===== src/rtl/ula_exec.sv =====
// ula / ula_exec
//
// ula: combinational arithmetic/logic unit.
//   a, b   : operands (BITS)
//   op     : operation code (ULA_OP)
//            0 AND, 1 OR, 2 XOR, 3 NOT a, 4 ADD, 5 SUB (a-b),
//            6 SHL a by 1, 7 SHR a by 1, others pass a
//   result : operation result (BITS)
//
// ula_exec: wraps ula with a valid/ready request side and a 2-entry
// response FIFO holding {result, zero, carry}.
//   clk_in, rst_n_in            : clock, synchronous active-low reset
//   req_valid_in/req_ready_out  : request handshake
//   a_in, b_in, ula_op_in       : request payload, fed straight into ula
//   rsp_valid_out/rsp_ready_in  : response handshake
//   result_out/zero_out/carry_out : FIFO head entry
//   done_count_out              : wrapping count of consumed responses

module ula #(
  parameter int unsigned BITS   = 8,
  parameter int unsigned ULA_OP = 4
) (
  input  logic [BITS-1:0]   a,
  input  logic [BITS-1:0]   b,
  input  logic [ULA_OP-1:0] op,
  output logic [BITS-1:0]   result
);

  // Operation decode
  always_comb begin
    result = a;
    case (op)
      ULA_OP'(0): result = a & b;
      ULA_OP'(1): result = a | b;
      ULA_OP'(2): result = a ^ b;
      ULA_OP'(3): result = ~a;
      ULA_OP'(4): result = a + b;
      ULA_OP'(5): result = a - b;
      ULA_OP'(6): result = a << 1;
      ULA_OP'(7): result = a >> 1;
      default:    result = a;
    endcase
  end

endmodule

module ula_exec #(
  parameter int unsigned BITS   = 8,
  parameter int unsigned ULA_OP = 4
) (
  input  logic              clk_in,
  input  logic              rst_n_in,
  input  logic              req_valid_in,
  output logic              req_ready_out,
  input  logic [BITS-1:0]   a_in,
  input  logic [BITS-1:0]   b_in,
  input  logic [ULA_OP-1:0] ula_op_in,
  output logic              rsp_valid_out,
  input  logic              rsp_ready_in,
  output logic [BITS-1:0]   result_out,
  output logic              zero_out,
  output logic              carry_out,
  output logic [15:0]       done_count_out
);

  localparam int unsigned DEPTH = 2;
  localparam int unsigned CNT_W = 2;

  typedef struct packed {
    logic [BITS-1:0] result;
    logic            zero;
    logic            carry;
  } entry_t;

  entry_t           mem [DEPTH];
  logic [CNT_W-1:0] count;
  logic             wr_ptr;
  logic             rd_ptr;

  logic [BITS-1:0]  ula_result;
  logic             add_carry;
  logic [BITS-1:0]  sum_unused;
  logic             push;
  logic             pop;
  entry_t           new_entry;
  entry_t           head;

  ula #(
    .BITS   (BITS),
    .ULA_OP (ULA_OP)
  ) u_ula (
    .a      (a_in),
    .b      (b_in),
    .op     (ula_op_in),
    .result (ula_result)
  );

  // Carry-out of a+b, only meaningful for the add opcode
  assign {add_carry, sum_unused} = {1'b0, a_in} + {1'b0, b_in};

  assign req_ready_out = (count != CNT_W'(DEPTH));
  assign rsp_valid_out = (count != '0);
  assign push          = req_valid_in && req_ready_out;
  assign pop           = rsp_ready_in && rsp_valid_out;

  always_comb begin
    new_entry        = '0;
    new_entry.result = ula_result;
    new_entry.zero   = (ula_result == '0);
    new_entry.carry  = (ula_op_in == ULA_OP'(4)) ? add_carry : 1'b0;
  end

  assign head       = mem[rd_ptr];
  assign result_out = head.result;
  assign zero_out   = head.zero;
  assign carry_out  = head.carry;

  // FIFO storage, pointers, occupancy and consumed-response counter
  always_ff @(posedge clk_in) begin
    if (!rst_n_in) begin
      mem[0]         <= '0;
      mem[1]         <= '0;
      count          <= '0;
      wr_ptr         <= 1'b0;
      rd_ptr         <= 1'b0;
      done_count_out <= '0;
    end else begin
      if (push) begin
        mem[wr_ptr] <= new_entry;
        wr_ptr      <= ~wr_ptr;
      end
      if (pop) begin
        rd_ptr         <= ~rd_ptr;
        done_count_out <= done_count_out + 16'd1;
      end
      case ({push, pop})
        2'b10:   count <= count + CNT_W'(1);
        2'b01:   count <= count - CNT_W'(1);
        default: count <= count;
      endcase
    end
  end

endmodule


===== config.mk =====
export PLATFORM = sky130hd
export DESIGN_NAME = ula_exec
export DESIGN_NICKNAME = d
export VERILOG_FILES = /design/src/rtl/ula_exec.sv
export SDC_FILE = /design/constraint.sdc
export NUM_CORES = 1
export LEC_CHECK = 0
export CAP_MARGIN = 20
export CORE_MARGIN = 4
export CORE_UTILIZATION = 64
export CTS_CLUSTER_SIZE = 25
export DETAILED_ROUTE_END_ITERATION = 10
export DONT_BUFFER_PORTS = 1
export PLACE_DENSITY_LB_ADDON = 0.15
export SYNTH_ARGS = -nofsm -noshare
export SYNTH_HDL_FRONTEND = slang
export SYNTH_SLANG_ARGS = --single-unit

===== constraint.sdc =====
create_clock -name clk_in -period 4.3 [get_ports clk_in]
set_input_delay 0.645 -clock clk_in [delete_from_list [all_inputs] [get_ports clk_in]]
set_output_delay 0.645 -clock clk_in [all_outputs]
set_load 0.02 [all_outputs]

==> results of run 1 <==
state kept, by name, summed over array words and instances (netlist names), named ones only:
signal / cells
wr_ptr: 1
rd_ptr: 1
count: 2
done_count_out: 16
mem: 20
cell usage after synthesis, types with 6 or more instances:
cell	instances
nor2_1	30
ha_1	26
nand2_1	26
dfxtp_1	21
edfxtp_1	20
inv_1	20
xnor2_1	20
and2_1	19
a21oi_1	15
o21ai_0	14
nand2b_1	11
mux2_2	10
nor2b_1	6
or3_1	6
worst reg2reg max path, stage by stage (launching register included):
cell and delay (ns):
dfxtp_1 0.40, or2_2 0.21, nand2_1 0.09, clkinv_1 0.14, nand4_1 0.23, nor2b_1 0.26, nand3_1 0.21, or3_1 0.39
a21boi_0 0.15
kinds of logic after synthesis:
| group | Yosys count | share of synthesized area (%) |
|---|---|---|
| and+or+nand+nor | 137 | 23.6 |
| AOI/OAI and AO/OA | 70 | 16.1 |
| DFF | 41 | 32.5 |
| buffers and inverters | 34 | 4.70 |
| adders and majority gates | 27 | 11.0 |
| xor gates and xnor gates | 25 | 6.97 |
| muxes | 15 | 5.18 |
power breakdown:
part           internal, mW  switching (mW)  total (mW)
sequential            0.467          0.0452       0.512
clock                 0.210           0.132       0.343
combinational         0.162           0.220       0.383
per-layer routing:
metal	vias to the layer above	routed length [microns]
li1	1238	-
met1	1147	3040
met2	83	3120
met3	8	620
met4	0	76
met5	-	0
worst max-delay path by stage:
stage / startpoint / end / slack (ns)
after detailed placement: ula_op_in[1] / mem[1][1] / 0.35
after floorplan: ula_op_in[1] / mem[0][1] / 0.65
final: ula_op_in[1] / mem[1][1] / 0.49
after CTS: ula_op_in[1] / mem[1][1] / 0.55
after global placement: ula_op_in[1] / mem[1][1] / 0.53
after global routing: ula_op_in[1] / mem[0][1] / 0.21
cell type report:
cell class                 instances  share of cell area [%]
clock buffer                       6                    2.85
tap                               67                    2.54
clock inverter                     2                    1.18
inverter                          21                    2.39
timing repair buffer               1                   0.228
multi-input combinational        274                    59.8
sequential                        41                    31.0
==> results_dict.tcl, run 1 <==
set metrics [dict create \
    grt_usage_pct 23.5 \
    r2r-start "count[0]" \
    routed_via_density 6.01 \
    cpMostUsedCell "nand2_1" \
    p_total_mw 1.24 \
    slew_viol_final 0 \
    finalCritPeriodShare_pct 88.6 \
    synth_edf_count 20 \
    postSynthCellCount 349 \
    drt_pass1_iterations 5 \
    leakage_nw 1.34 \
    ff2ff_setup_slack_ns 2.15 \
    cts_tree "yes" \
    whs_path_depth 1 \
    routedWlPerCell_microns 16.6 \
    final_common_cell "nor2_1" \
    numCtsBuffers 5 \
    max_slew_margin_pct 54.1 \
    num_rows 25 \
    max_freq_mhz 262 \
    nNetsFinal 395 \
    seq_area_frac_synth_pct 32.5 \
    syn_area_sq_um 3140 \
    synth_flop_cell "dfxtp_1" \
    grt_pass1_vias 2345 \
    fin_cells 412 \
    r2r_end "done_count_out[15]" \
    power_density_nw_per_um2 375 \
    final_cell_mix "nor2_1 (30), nand2_1 (26), ha_1 (26)" \
    post_cts_buffers 0 \
    status "finished, final reports clean" \
    place_area_sq_um 3160 \
    antenna_found_initial 0 \
    syn_area_per_cell_sq_um 9.00 \
    grt_busiest_layer "met2" \
    fin_hold_ws_ns 0.479 \
    ctsResizeCount 0 \
    dpl_worst_slack_ns 0.349 \
    ys_seq_elements 41 \
    multiInputGateArea_sq_um 1970 \
    initial_core_util_pct 66.1 \
    die_y_microns 78.1 \
    slowest_stage "o41ai_1" \
    syn_nets 400 \
    use_met2_pct 36.2 \
    setup_ws_ns 0.489 \
    die_area_sq_um 6090 \
    diodes 0 \
    hold_end "done_count_out[10]" \
    grt_pass1_wl_microns 11600 \
    htreeDepth 2 \
    use_met1_pct 33.9 \
    port-buffer-count 0 \
    fp.dieW_microns 78.1 \
    clock_latency_ns 0.29 \
    overflow 0 \
    setup.worst_path.start_class "input port" \
    fin_area_sq_um 3300 \
    grt_use_met3_pct 4.93 \
    gp_congestion 0.961 \
    crit_type "input port to flip-flop" \
    ys_types 64 \
    synthTopCellsByArea "edfxtp_1 (19%), dfxtp_1 (13%), ha_1 (10%)" \
    peakVddDrop_v 0.000225 \
    slowest_delay_ns 0.57 \
    synth_top_area_share_pct 19.1 \
    crit_buf_inv 0 \
    worst-path-stages 12 \
    seq_area_sq_um 1020 \
    crit_required_ns 4.43 \
    area_growth_pct 4.94 \
    async_flop_share_pct 0 \
    yosysWarnings 0 \
    hold_violations 0 \
    drive_gt1_share_pct 8.70 \
    min_period_ns 3.81 \
    post-place-cells 404 \
    drc 0 \
    fillCellCount 421 \
    yosys.area.top_type "edfxtp_1" \
    io_pins 52 \
    drtIter0Drc 151 \
    tns_ns 0 \
    hold_class "input port to flip-flop" \
    maxCapViolCount 0 \
    skew_ns 0.00969 \
    worst_pin_slew_ns 0.679 \
    crit_family "simple AND/OR/NAND/NOR gates" \
    cts_sinks 41 \
    crit_path_end_kind "flip-flop" \
    path_clk_slew_ns 0.08 \
    holdCritStartpoint "rst_n_in" \
    cts_root_buf "clkbuf_8" \
    via_count 2476 \
    core-area_sq_um 4750 \
    crit_arrival_ns 3.94 \
    clockBufferDepth 2 \
    r2r_cells 8 \
    dp_hpwl_microns 5300 \
    ant_nets 0 \
    ctsHoldBuffers 0 \
    rsz0062_at_grt "false" \
    grt_max_degree 30 \
    worstPathMaxFanout 16 \
    setup_violations 0 \
    fin_util_pct 69.3 \
    routed_wl_microns 6850 \
    cp_cell_sequence "nor3b_1 > nand2_1 > nand2_1 > o21ai_0 > fa_1 > nor2b_1 > o31a_1 > a211oi_1 > o41ai_1 > o311ai_0 > or4b_1 > nor2_1" \
]
Note: power is estimated with default switching activity, not from simulation.
==> inputs of run 2 (changes only) <==
- clock period: 4.3 -> 4.1 ns (I/O delays scaled with it)
==> results_dict.tcl, run 2 (synthesized netlist as in run 1, its figures left out) <==
set metrics [dict create \
    gp_congestion 0.928 \
    crit_path_start "ula_op_in[1]" \
    largest-register "mem" \
    routed_via_density 6.00 \
    hold_violations 0 \
    clock_latency_ns 0.29 \
    largest_register_ffs 20 \
    fin_area_sq_um 3260 \
    r2r-start "count[0]" \
    grt_pass1_vias 2392 \
    final_common_cell "nor2_1" \
    grt_max_degree 30 \
    area_growth_pct 3.70 \
    final_cell_mix "nor2_1 (30), nand2_1 (26), ha_1 (26)" \
    cp_cell_sequence "nor3b_1 > nand2_1 > o21ai_0 > inv_1 > ha_1 > nor2b_1 > o31a_1 > or2_2 > a21oi_1 > o311ai_0 > or4b_1 > nor2_1" \
    finalCritPeriodShare_pct 88.3 \
    slowest_delay_ns 0.53 \
    status "finished, final reports clean" \
    core-area_sq_um 4750 \
    rsz0062_at_grt "false" \
    antenna_found_initial 0 \
    dp_hpwl_microns 5220 \
    hold_class "input port to flip-flop" \
    crit_path_end_kind "flip-flop" \
    grt_pass1_wl_microns 11600 \
    post_cts_buffers 0 \
    crit_type "input port to flip-flop" \
    ctsResizeCount 0 \
    peakVddDrop_v 0.000158 \
    p_total_mw 1.19 \
    setup.worst_path.start_class "input port" \
    drc 0 \
    clockBufferDepth 2 \
    min_period_ns 3.62 \
    cts_tree "yes" \
    initial_core_util_pct 66.1 \
    crit_required_ns 4.23 \
    grt_usage_pct 23.7 \
    diodes 0 \
    skew_ns 0.00838 \
    fillCellCount 409 \
    worst_pin_slew_ns 0.624 \
    worstPathMaxFanout 16 \
    crit_buf_inv 1 \
    setup_violations 0 \
    max_slew_margin_pct 58.3 \
    fin_hold_ws_ns 0.443 \
    leakage_nw 1.33 \
    fp.dieW_microns 78.1 \
    cts_sinks 41 \
    io_pins 52 \
    die_y_microns 78.1 \
    die_area_sq_um 6090 \
    fin_util_pct 68.5 \
    tns_ns 0 \
    maxCapViolCount 0 \
    drt_pass1_iterations 5 \
    nNetsFinal 396 \
    top_regs "mem (20), done_count_out (16), count (2)" \
    holdCritStartpoint "rst_n_in" \
    htreeDepth 2 \
    drtIter0Drc 137 \
    place_area_sq_um 3170 \
    crit_arrival_ns 3.75 \
    drive_gt1_share_pct 8.67 \
    numCtsBuffers 5 \
    path_clk_slew_ns 0.08 \
    cts_root_buf "clkbuf_8" \
    port-buffer-count 0 \
    crit_family "simple AND/OR/NAND/NOR gates" \
    slew_viol_final 0 \
    num_rows 25 \
    power_density_nw_per_um2 366 \
    overflow 0 \
    routed_wl_microns 6760 \
    ant_nets 0 \
    ctsHoldBuffers 0 \
    via_count 2478 \
    slowest_stage "or4b_1" \
    max_freq_mhz 276 \
    routedWlPerCell_microns 16.4 \
]
## run 2: cell count changes in the layout (fill, tap and decap cells not counted), sizes merged
cell,before,now
buf,1,2
bufinv,1,0
clkbuf,6,5
clkinv,1,4
inv,21,20
## run 2: area by class of cell
cell class | instances | area, sq um | area share, %
timing repair buffer | 2 | 15.0 | 0.461
clock inverter | 3 | 17.5 | 0.538
clock buffer | 5 | 68.8 | 2.11
tap | 67 | 83.8 | 2.57
multi-input combinational | 274 | 1970 | 60.6
inverter | 21 | 78.8 | 2.42
sequential | 41 | 1020 | 31.3
## run 2: per-layer routing
layer | share of wire [%] | vias up | global-route usage, %
met2 | 44 | 77 | 35.2
met1 | 47 | 1152 | 33.8
met4 | 1.5 | 0 | 7.52
met3 | 7.2 | 10 | 6.08
li1 | - | 1239 | -
met5 | 0 | - | 0
## run 2: worst paths after layout
| kind | to | slack [ns] | cells past startpoint |
|---|---|---|---|
| max | mem[0][1] | 0.48 | 12 |
| min reg2reg | count[1] | 0.51 | 2 |
| min | done_count_out[10] | 0.44 | 1 |
| max reg2reg | done_count_out[15] | 1.93 | 8 |
## run 2: metrics by stage
stage	setup WS, ns	std cells
after floorplan	0.479	349
after global placement	0.374	405
after detailed placement	0.225	405
after CTS	0.490	413
after global routing	0.205	413
final	0.481	413
## run 2: worst reg2reg max path: stages (launching register included)
cell and delay [ns]:
dfxtp_1 0.40, or2_2 0.21, nand2_1 0.09, clkinv_1 0.14
nand4_1 0.24, nor2b_1 0.26, nand3_1 0.22, or3_1 0.39
a21boi_0 0.15
## run 2: power breakdown
part / internal (mW) / switching [mW] / leakage, nW
clock: 0.118 / 0.135 / 0.0455
combinational: 0.172 / 0.230 / 0.899
sequential: 0.490 / 0.0474 / 0.382
==> inputs of run 3 (changes only) <==
- SYNTH_HIERARCHICAL: unset -> 1
==> results_dict.tcl, run 3 <==
set metrics [dict create \
    status "finished, final reports clean" \
    ff2ff_setup_slack_ns 2.21 \
    tns_ns 0 \
    syn_nets 405 \
    crit_arrival_ns 3.13 \
    hold_end "rd_ptr" \
    largest_register_ffs 20 \
    diodes 0 \
    die_area_sq_um 6190 \
    ctsResizeCount 0 \
    post_cts_buffers 0 \
    core-area_sq_um 4790 \
    clockBufferDepth 2 \
    gp_congestion 0.886 \
    synth_flop_cell "dfxtp_1" \
    grt_usage_pct 23.5 \
    syn_area_per_cell_sq_um 9.21 \
    num_rows 25 \
    ys_types 60 \
    holdCritStartpoint "rd_ptr" \
    via_count 2574 \
    synth_edf_count 20 \
    overflow 0 \
    min_period_ns 3.09 \
    postSynthCellCount 347 \
    antenna_found_initial 0 \
    topRoutingLayerUsed "met4" \
    skew_ns 0.00471 \
    numCtsBuffers 5 \
    path_clk_slew_ns 0.08 \
    slew_viol_final 0 \
    setup_violations 0 \
    synthTopCellsByArea "edfxtp_1 (19%), dfxtp_1 (13%), ha_1 (13%)" \
    grt_pass1_wl_microns 11700 \
    max_freq_mhz 324 \
    max_slew_margin_pct 52.7 \
    route.met2.wl_microns 3210 \
    final_common_cell "ha_1" \
    fp.dieW_microns 78.7 \
    peakVddDrop_v 0.000216 \
    r2r-start "count[0]" \
    hold_violations 0 \
    r2r_cells 5 \
    maxCapViolCount 0 \
    rsz0062_at_grt "false" \
    dp_hpwl_microns 5450 \
    ys_seq_elements 41 \
    worst_pin_slew_ns 0.701 \
    initial_core_util_pct 66.8 \
    r2r_end "count[1]" \
    htreeDepth 2 \
    synth_commonest_cells "ha_1 (33), nor2_1 (31), a21oi_1 (26), inv_1 (25), dfxtp_1 (21)" \
    port-buffer-count 0 \
    p_total_mw 1.21 \
    drt_pass1_iterations 4 \
    cts_sinks 41 \
    leakage_nw 1.33 \
    drc 0 \
    syn_area_sq_um 3200 \
    top_regs "mem (20), done_count_out (16), count (2)" \
    worstPathMaxFanout 14 \
    clock_latency_ns 0.29 \
    io_pins 52 \
    ant_nets 0 \
    routedWlPerCell_microns 17.0 \
    ctsHoldBuffers 0 \
    largest-register "mem" \
    final_cell_mix "ha_1 (33), nor2_1 (31), a21oi_1 (26)" \
    hold_class "flip-flop to flip-flop" \
    met3WireLength_microns 546 \
    async_flop_share_pct 0 \
    area_growth_pct 3.88 \
    yosysWarnings 6 \
    nNetsFinal 402 \
    routedLengthMet1_microns 3140 \
    synth_top_area_share_pct 18.8 \
    finalCritPeriodShare_pct 75.3 \
    routed_wl_microns 7020 \
    seq_area_frac_synth_pct 31.9 \
    crit_path_end_kind "flip-flop" \
    cts_root_buf "clkbuf_8" \
    grt_pass1_vias 2380 \
    drive_gt1_share_pct 9.86 \
    power_density_nw_per_um2 364 \
    drtIter0Drc 150 \
    yosys.area.top_type "edfxtp_1" \
    cts_tree "yes" \
    post-synth-top-count-cell "ha_1" \
    routed_via_density 6.25 \
    crit_type "input port to flip-flop" \
    fin_util_pct 69.4 \
    crit_required_ns 4.14 \
    setup.worst_path.start_class "input port" \
    grt_max_degree 29 \
    whs_path_depth 2 \
    die_y_microns 78.7 \
]
==> run 3: worst max path at each step <==
stage,from,endpoint,cells after the start
6_report,ula_op_in[3],mem[0][1],11
5_1_grt,ula_op_in[3],mem[0][1],11
4_1_cts,ula_op_in[3],mem[0][1],11
3_5_place_dp,ula_op_in[3],mem[1][1],11
3_3_place_gp,ula_op_in[3],mem[0][1],11
2_1_floorplan,ula_op_in[2],mem[0][1],13
==> run 3: cells by family after synthesis <==
| group | count (synthesis) | synth area share (%) |
|---|---|---|
| AO/OA/AOI/OAI | 81 | 16.4 |
| multiplexers | 20 | 7.91 |
| adder cells (fa/ha/maj) | 34 | 13.5 |
| buffers and inverters | 38 | 4.97 |
| AND/OR/NAND/NOR | 111 | 19.2 |
| flip-flops | 41 | 31.9 |
| XOR/XNOR | 22 | 6.03 |
==> run 3: power breakdown <==
part	leakage, nW	total (mW)	internal (mW)	switching [mW]
Clock	0.0489	0.260	0.121	0.139
Sequential	0.382	0.545	0.490	0.0546
Combinational	0.902	0.405	0.169	0.236
Total	1.33	1.21	0.780	0.430
==> run 3: stage by stage <==
| stage | worst slack, ns | instance area [sq um] | hold WS (ns) | cells |
|---|---|---|---|---|
| 2_1_floorplan | 1.00 | 3200 | 0.481 | 347 |
| 3_3_place_gp | 0.932 | 3230 | 0.496 | 404 |
| 3_5_place_dp | 0.770 | 3230 | 0.518 | 404 |
| 4_1_cts | 1.08 | 3320 | 0.540 | 412 |
| 5_1_grt | 0.850 | 3320 | 0.555 | 412 |
| 6_report | 1.01 | 3320 | 0.535 | 412 |
==> run 3: layout make-up <==
type	instances	area [sq um]
fillers	396	1470
clock buffers	5	68.8
repair buffers	1	7.51
flip-flops and latches	41	1020
clock inverters	3	20.0
multi-input cells	268	2020
well taps	67	83.8
inverters	27	103
==> run 3: routing by layer <==
layer  track usage (%)  vias to the layer above
met3              4.93                       14
met1              32.3                     1198
li1                  -                     1261
met4              7.17                        0
met5                 0                        -
met2              37.1                      101
==> run 3: worst max-delay path, stage by stage <==
cell and delay [ns]:
and4bb_1 0.44, mux2i_1 0.37, ha_1 0.29, nor2b_1 0.15
o31ai_1 0.31, a31oi_1 0.16, nor3b_1 0.17, a211oi_1 0.38
nor4_1 0.09, nand2_1 0.09, nor3_1 0.04
